--- src/rtl/dmem_bus_ctrl.sv ---
// Data-memory bus controller: turns MEM-stage load/store requests into a single
// outstanding req/ack bus transaction, stalling the pipeline until it completes.
//   state | meaning
//   IDLE  | evaluate MEM-stage access, launch bus request if legal and aligned
//   BUSY  | bus_req held, waiting for bus_ack or timeout
//   DONE  | result presented on ReadDataM, pipeline released
module dmem_bus_ctrl #(
  parameter int unsigned TIMEOUT = 255
) (
  input  logic        clk,
  input  logic        reset,
  input  logic [31:0] ALUResultM,
  input  logic [31:0] WriteDataM,
  input  logic        MemWriteM,
  input  logic        MemReadM,
  input  logic [2:0]  Funct3M,
  output logic [31:0] ReadDataM,
  output logic        StallM,
  output logic        MisalignM,
  output logic        BusErrM,
  output logic        bus_req,
  output logic        bus_we,
  output logic [29:0] bus_addr,
  output logic [3:0]  bus_wstrb,
  output logic [31:0] bus_wdata,
  input  logic [31:0] bus_rdata,
  input  logic        bus_ack
);

  typedef enum logic [1:0] {S_IDLE, S_BUSY, S_DONE} state_t;

  localparam logic [7:0] TMO_LOAD = 8'(TIMEOUT - 1);

  state_t      state_q, state_d;
  logic        req_q, we_q, berr_q;
  logic [29:0] addr_q;
  logic [3:0]  wstrb_q;
  logic [31:0] wdata_q, rdata_q;
  logic [2:0]  f3_q;
  logic [1:0]  off_q;
  logic [7:0]  cnt_q;

  logic        access, legal, aligned, ok, bad;
  logic [3:0]  wstrb_d;
  logic [31:0] wdata_d, load_data;
  logic [7:0]  byte_sel;
  logic [15:0] half_sel;
  logic        start, ack_done, tmo, stall_raw, mis_raw;

  always_comb begin
    access = MemWriteM | MemReadM;
    legal  = 1'b0;
    if (MemWriteM) begin
      legal = (Funct3M == 3'b000) || (Funct3M == 3'b001) || (Funct3M == 3'b010);
    end else begin
      legal = (Funct3M == 3'b000) || (Funct3M == 3'b001) || (Funct3M == 3'b010) ||
              (Funct3M == 3'b100) || (Funct3M == 3'b101);
    end
    case (Funct3M[1:0])
      2'b01:   aligned = ~ALUResultM[0];
      2'b10:   aligned = (ALUResultM[1:0] == 2'b00);
      default: aligned = 1'b1;
    endcase
    ok  = access & legal & aligned;
    bad = access & ~(legal & aligned);
  end

  always_comb begin
    wstrb_d = 4'b0000;
    wdata_d = WriteDataM;
    case (Funct3M[1:0])
      2'b00: begin
        wstrb_d = 4'b0001 << ALUResultM[1:0];
        wdata_d = {4{WriteDataM[7:0]}};
      end
      2'b01: begin
        wstrb_d = ALUResultM[1] ? 4'b1100 : 4'b0011;
        wdata_d = {2{WriteDataM[15:0]}};
      end
      default: wstrb_d = 4'b1111;
    endcase
    if (!MemWriteM) wstrb_d = 4'b0000;
  end

  always_comb begin
    case (off_q)
      2'd0:    byte_sel = bus_rdata[7:0];
      2'd1:    byte_sel = bus_rdata[15:8];
      2'd2:    byte_sel = bus_rdata[23:16];
      default: byte_sel = bus_rdata[31:24];
    endcase
    half_sel = off_q[1] ? bus_rdata[31:16] : bus_rdata[15:0];
    case (f3_q)
      3'b000:  load_data = {{24{byte_sel[7]}}, byte_sel};
      3'b100:  load_data = {24'd0, byte_sel};
      3'b001:  load_data = {{16{half_sel[15]}}, half_sel};
      3'b101:  load_data = {16'd0, half_sel};
      default: load_data = bus_rdata;
    endcase
  end

  always_comb begin
    state_d   = state_q;
    start     = 1'b0;
    ack_done  = 1'b0;
    tmo       = 1'b0;
    stall_raw = 1'b0;
    mis_raw   = 1'b0;
    case (state_q)
      S_IDLE: begin
        if (ok) begin
          stall_raw = 1'b1;
          start     = 1'b1;
          state_d   = S_BUSY;
        end else if (bad) begin
          mis_raw = 1'b1;
        end
      end
      S_BUSY: begin
        stall_raw = 1'b1;
        if (bus_ack) begin
          ack_done = 1'b1;
          state_d  = S_DONE;
        end else if (cnt_q == 8'd0) begin
          tmo     = 1'b1;
          state_d = S_DONE;
        end
      end
      S_DONE:  state_d = S_IDLE;
      default: state_d = S_IDLE;
    endcase
  end

  // Combinational outputs are gated so nothing escapes while reset is held.
  assign StallM    = reset & stall_raw;
  assign MisalignM = reset & mis_raw;

  always_ff @(posedge clk or negedge reset) begin
    if (!reset) begin
      state_q <= S_IDLE;
      req_q   <= 1'b0;
      we_q    <= 1'b0;
      berr_q  <= 1'b0;
      addr_q  <= '0;
      wstrb_q <= '0;
      wdata_q <= '0;
      rdata_q <= '0;
      f3_q    <= '0;
      off_q   <= '0;
      cnt_q   <= '0;
    end else begin
      state_q <= state_d;
      berr_q  <= tmo;
      if (start) begin
        req_q   <= 1'b1;
        we_q    <= MemWriteM;
        addr_q  <= ALUResultM[31:2];
        wstrb_q <= wstrb_d;
        wdata_q <= wdata_d;
        f3_q    <= Funct3M;
        off_q   <= ALUResultM[1:0];
        cnt_q   <= TMO_LOAD;
      end else if (state_q == S_BUSY) begin
        if (ack_done) begin
          req_q   <= 1'b0;
          rdata_q <= we_q ? 32'd0 : load_data;
        end else if (tmo) begin
          req_q   <= 1'b0;
          rdata_q <= 32'd0;
        end else begin
          cnt_q <= cnt_q - 8'd1;
        end
      end
    end
  end

  assign ReadDataM = rdata_q;
  assign BusErrM   = berr_q;
  assign bus_req   = req_q;
  assign bus_we    = we_q;
  assign bus_addr  = addr_q;
  assign bus_wstrb = wstrb_q;
  assign bus_wdata = wdata_q;

endmodule
--- config.mk ---
export PLATFORM = sky130hd
export DESIGN_NAME = dmem_bus_ctrl
export DESIGN_NICKNAME = d
export VERILOG_FILES = /design/src/rtl/dmem_bus_ctrl.sv
export SDC_FILE = /design/constraint.sdc
export NUM_CORES = 1
export LEC_CHECK = 0
export CELL_PAD_IN_SITES_DETAIL_PLACEMENT = 1
export CELL_PAD_IN_SITES_GLOBAL_PLACEMENT = 1
export CORE_AREA = 4 4 135 137
export CTS_BUF_LIST = sky130_fd_sc_hd__clkbuf_8
export DETAILED_ROUTE_END_ITERATION = 8
export DIE_AREA = 0 0 139 141
export HOLD_SLACK_MARGIN = 0.02
export PLACE_DENSITY = 0.85
export RECOVER_POWER = 50
export SETUP_SLACK_MARGIN = 0.3
export SYNTH_ARGS = -nofsm -noshare
export SYNTH_HDL_FRONTEND = slang
export SYNTH_SLANG_ARGS = --single-unit
--- constraint.sdc ---
create_clock -name clk -period 2.55 [get_ports clk]
set_input_delay 0.765 -clock clk [delete_from_list [all_inputs] [get_ports clk]]
set_output_delay 0.765 -clock clk [all_outputs]
set_load 0.005 [all_outputs]
=== Yosys cells after proc, flatten, opt, wreduce, memory -nomap -nowiden ===
Index checks and enable logic that the tools add are counted.

* Register bits: 116
* Bits in latches: 0
* Bits in writable memories: 0
* ROM bits: 0
* Input port bits: 104
* Output and inout bits: 103
* Word-level logic and storage cells: 92
* Memories kept: 0

* Add/subtract/negate cells: 1
* Multiply operators: 0
* Div/mod/pow operators: 0
* Magnitude comparators: 0
* Eq/ne operators: 16
* Shift-type cells: 1
* Muxes and demuxes: 35
* Bitwise operators: 10
* Reduce and logical (&&, ||, !) cells: 18

{| class="wikitable"
|+ Operators with widths
! operator !! number
|-
| $pmux W32 S4 || 1
|-
| $mux W32 || 3
|-
| $pmux W32 S2 || 1
|-
| $mux W8 || 4
|-
| $pmux W8 S3 || 1
|-
| $mux W16 || 1
|-
| $mux W1 || 15
|-
| $eq A3 B3 Y1 const B || 4
|-
| $logic_not A2 Y1 || 4
|-
| $logic_not A8 Y1 || 1
|-
| $mux W4 || 2
|-
| $pmux W4 S2 || 1
|-
| $sub A8 B1 Y8 const B || 1
|-
| $and A1 B1 Y1 || 6
|-
| $eq A2 B1 Y1 const B || 3
|-
| $eq A3 B1 Y1 const B || 2
|-
| $logic_not A3 Y1 || 2
|-
| $mux W2 || 3
|-
| $ne A2 B2 Y1 const B || 3
|-
| $reduce_and A3 Y1 || 2
|-
| $eq A2 B2 Y1 const B || 2
|-
| $logic_or A1 B1 Y1 || 4
|-
| $pmux W1 S2 || 2
|-
| $pmux W2 S2 || 1
|-
| 8 further kinds || 12
|}

=== Logic depth before layout (Yosys ltp) ===
* Word-level depth: 13
* Gate-level depth with buffers: 9
* Gate-level depth less buffers: 6

=== Worst setup path before layout ===
No wires, ideal clock.

* Path kind: in2out
* From: input Funct3M[1]
* To: output StallM
* Arrival time: 1.844 ns
* Required time: 1.785 ns
* Setup slack: -0.059 ns
* Stages on the path: 7
* Path buffers: 1
* Cells stage by stage: inv_1 > ha_1 > buf_2 > nor3_1 > o22ai_1 > a31oi_1 > nor3b_1

* Longest elaborated chain between the ends: 11
* Elaborated cells between the ends (all ways): 18
* Those cells by class: 6 x eq/ne; 4 x mux; 3 x bitwise; 5 x reduce/logical

{| class="wikitable"
|+ Ends and longest elaborated chain
! item !! line !! text
|-
| start: declaration || 16 || <nowiki>input logic [2:0] Funct3M,</nowiki>
|-
| $eq A3 B1 Y1 or $logic_not A3 Y1 (tied branches) || 54, 56 ||
|-
| $logic_or A1 B1 Y1 (2 in series) || 54, 56 ||
|-
| $logic_or A1 B1 Y1 || 56 || <nowiki>legal = (Funct3M == 3'b000) || (Funct3M == 3'b001) || (Funct3M == 3'b010) ||</nowiki>
|-
| $logic_or A1 B1 Y1 || 57 || <nowiki>(Funct3M == 3'b100) || (Funct3M == 3'b101);</nowiki>
|-
| $mux W1 || 53 || <nowiki>if (MemWriteM) begin</nowiki>
|-
| $and A1 B1 Y1 || 64 || <nowiki>ok = access & legal & aligned;</nowiki>
|-
| $and A1 B1 Y1 (*) || 64 ||
|-
| $mux W1 (*) || 111 || <nowiki>if (ok) begin</nowiki>
|-
| $pmux W1 S2 (*) || 109 || <nowiki>case (state_q)</nowiki>
|-
| $and A1 B1 Y1 (*) || 135 || <nowiki>assign StallM = reset & stall_raw;</nowiki>
|-
| end: declaration || 18 || <nowiki>output logic StallM,</nowiki>
|}

Mark *: on every way between the ends. The rest lies on a longest branch, timed or not.

=== Worst setup path after layout ===
* From: input Funct3M[1]
* To: output MisalignM

* Longest elaborated chain between the ends: 13
* Elaborated cells between the ends (all ways): 22
* Those cells by class: 6 x eq/ne; 5 x mux; 6 x bitwise; 5 x reduce/logical

{| class="wikitable"
|+ Ends and longest elaborated chain
! item !! line !! text
|-
| $eq A3 B1 Y1 or $logic_not A3 Y1 (tied branches) || 54, 56 ||
|-
| $logic_or A1 B1 Y1 (2 in series) || 54, 56 ||
|-
| $logic_or A1 B1 Y1 || 56 ||
|-
| $logic_or A1 B1 Y1 || 57 ||
|-
| $mux W1 || 53 ||
|-
| $and A1 B1 Y1 || 65 || <nowiki>bad = access & ~(legal & aligned);</nowiki>
|-
| $not A1 Y1 || 65 ||
|-
| $and A1 B1 Y1 || 65 ||
|-
| $mux W1 || 115 || <nowiki>end else if (bad) begin</nowiki>
|-
| $mux W1 (*) || 111 ||
|-
| $mux W1 (*) || 109 ||
|-
| $and A1 B1 Y1 (*) || 136 || <nowiki>assign MisalignM = reset & mis_raw;</nowiki>
|-
| end: declaration || 19 || <nowiki>output logic MisalignM,</nowiki>
|}

Marked as above.

==> results.toml <==
[sta]
max_freq_ghz = 0.3384
hold_viol = 0
slew-limit-headroom = -0.1355
clock_skew_ns = 0.01675
finalWorstSetupSlack_ns = -0.4053
fin_crit_sh = 1.159
setup_viol = 2
slew_viol_final = 67
finalSetupTns_ns = -0.7805
rsz0062_at_grt = "yes"
tightest_slew_ns = 1.703
fin_crit_ns = 2.955

[routing]
detail_route.iter0.violations = 291
route.detailed.drc = 0
drt_wl_total_microns = 24010
drt-wirelength-per-cell_microns = 25.93
first_pass_iters = 4
ant_nets = 0
vias = 4995
vias_per_cell = 5.394

[yosys]
synthMuxAreaShare = 0.1867
synth.distinct_cells = 53
synth_seq_cells = 116
synth_compound_area_frac = 0.1517
avgSynthCellArea_sq_um = 12.49
syn_area_sq_um = 5395
synth_fa_ha_area_frac = 0.01160
synth_top_family_by_area = "multiplexers"
synth-xor-area-share = 0.006494
syn_inst = 432
ys_async_sr_fraction = 1.000
syn-num-nets = 541
yosys_warnings = 0
synth-simple-area-share = 0.07050
synth-seq-area-share = 0.5380
synth_ff_type = "dfrtp_1"
synth_edf_count = 0

[finish]
layout-drive-gt1-share = 0.2810
multi_input_area_sq_um = 2670
seq_area_sq_um = 2903
antenna_cells = 0
postLayoutCellArea_sq_um = 9151
num-nets-final = 797
fill_cells = 1720
area_delta_synth_final_pct = 69.62

[status]
violations = "capacitance limit, slew limit, setup timing"
status = "finished, violations left"

[pwr]
finalPower_uw = 9129
p_leak_uw = 0.004187
power.density_nw_per_um2 = 997.5
vdd_drop_max_v = 0.0004951

[setup_path]
end_kind = "primary output"
r2r_cells = 7
cp.buffers_inverters = 4
critPathMaxFanout = 3
r2r_start = "cnt_q[0]$_DFFE_PN0P_"
crit_path_max_incr_delay_ns = 0.23
critPathKind = "in -> out"
cpMaxStageDelayCell = "clkdlybuf4s15_2"
r2r_setup_slack_ns = 0.08
worstPathCellList = "clkdlybuf4s15_2, inv_2, ha_1, nor3_2, o22ai_2, buf_4, a21oi_2, buf_2"
startpoint_type = "primary input"
rr_endpoint = "ReadDataM[5]$_DFFE_PN0P_"
critPathTopFamily = "buffers and inverters"
required_ns = 1.79
arrival_ns = 2.19

[clock_network]
cts_max_level = 4
cts-root-buf = "clkbuf_8"
cts_max_path_buffers = 2
cts_buffers = 17
insertion_delay_ns = 0.45
numClockSinks = 116
cts_tree = "done"
clkTransAtPathRegs_ns = 0.07

[die]
start_util = 0.3163
core.rowCount = 48
core_sq_um = 17060
die_h_microns = 141
die-area_sq_um = 19600
fp.dieW_microns = 139
io_pins = 207

[min_path]
min_to = "ReadDataM[15]$_DFFE_PN0P_"
hp-class = "reg -> reg"
worstHoldStart = "ReadDataM[15]$_DFFE_PN0P_"
holdPathStages = 1

[grt]
grt_max_degree = 67
overflow = 0
grt_pass1_wl_microns = 34800
grt_pass1_vias = 5684
grtUsageTotal = 0.2300
grt_antenna_before_repair = 0

[placed_design]
dp_hpwl_microns = 14060
postPlaceCellArea_sq_um = 7909
gp_congestion = 0.8361
port-buffer-count = 206

[flow_run]
cap_violations = 1
-- worst register-to-register path, cell delays in order (launching register included) --
cell and delay [ns]:
dfrtp_1 0.46, inv_1 0.14, ha_1 0.19, or4b_1 0.57, nor2_1 0.25, o21ai_4 0.07, buf_4 0.25, a221o_1 0.42
-- state kept, by name, indices dropped and copies added, names as in the netlist --
signal,flops
bus_wdata,32
bus_addr,30
bus_wstrb,4
state_q,2
f3_q,3
off_q,2
bus_we,1
ReadDataM,32
BusErrM,1
cnt_q,8
bus_req,1
-- power by group --
part	internal [uW]	total (uW)	switching [uW]
clock	985	1820	831
combinational	2570	4080	1510
sequential	2600	3230	629
-- through the flow --
step           setup slack [ns]  cells  hold slack [ns]    util
2_1_floorplan           0.02565    432           0.4694       -
3_3_place_gp             -1.144    865           0.4740  0.4637
3_5_place_dp             -1.235    865           0.4767  0.4637
4_1_cts                 -0.3750    918           0.4936  0.5280
5_1_grt                 -0.4600    926           0.5220  0.5365
6_report                -0.4053    926           0.5021  0.5365
-- worst max-delay path by stage --
stage	slack [ns]	end	cells after the start	startpoint
after global routing	-0.46	StallM	9	Funct3M[0]
final	-0.41	MisalignM	8	Funct3M[1]
after global placement	-1.14	StallM	8	Funct3M[0]
after floorplan	0.03	StallM	6	Funct3M[0]
after CTS	-0.37	StallM	9	Funct3M[0]
after detailed placement	-1.24	StallM	8	Funct3M[1]
-- kinds of logic after synthesis --
logic type                 Yosys count
AOI/OAI and AO/OA                  100
xor gates and xnor gates             4
adders and majority gates            5
buffers and inverters               43
DFF                                116
muxes                               90
and+or+nand+nor                     74
-- layout by cell type (no fill, tap or decap), types with 8 or more instances in the layout --
master and instances:
o21ai_0 8, dlygate4sd3_1 40, buf_6 8, nand2_1 19
mux2_4 66, buf_16 8, o22ai_1 9, clkdlybuf4s50_1 157
mux2i_1 14, clkbuf_8 18, mux2_2 9, a221o_1 23
nor2_1 19, inv_1 14, a22o_1 15, dfrtp_1 116
buf_12 9, buf_4 29, a22oi_1 8
-- area by class of cell --
cell class / instances / area share
Inverter: 14 / 0.007110
Clock buffer: 18 / 0.02707
Timing Repair Buffer: 265 / 0.3083
Sequential cell: 116 / 0.3172
Multi-Input combinational cell: 274 / 0.2918
Clock inverter: 14 / 0.01777
Tap cell: 225 / 0.03076
-- synthesized netlist by cell type (2+ instances only) --
cell	count	area [sq um]
a211oi_1	8	60.06
a21o_1	2	15.01
a21oi_1	3	15.01
a221o_1	23	230.2
a22o_1	15	131.4
a22oi_1	9	67.56
a2bb2oi_1	7	61.31
buf_1	2	7.510
buf_2	16	80.08
clkbuf_1	10	37.54
dfrtp_1	116	2903
ha_1	5	62.56
inv_1	14	52.55
mux2_1	4	45.04
mux2_2	71	799.5
mux2i_1	14	140.1
nand2_1	25	93.84
nand4_1	4	25.02
nor2_1	20	75.07
nor2b_1	3	18.77
nor3_1	6	30.03
o211ai_1	3	22.52
o21ai_0	9	45.04
o22ai_1	10	62.56
o2bb2ai_1	2	17.52
xor2_1	4	35.03
-- what timing repair did --
action	CTS	global route
cloned	9	1
endpoints found under the setup margin	95	97
resized for setup	105	27
setup buffers	12	7
pin swaps	7	6
hold buffers	0	0
-- metal layers --
layer / track usage / vias to the layer above / wire length (microns)
li1: - / 2141 / -
met1: 0.2566 / 2550 / 9063
met3: 0.09600 / 47 / 2175
met2: 0.3912 / 257 / 12070
met5: 0 / - / 0
met4: 0.09269 / 0 / 702
No activity file was read; power rests on OpenSTA's default activity.
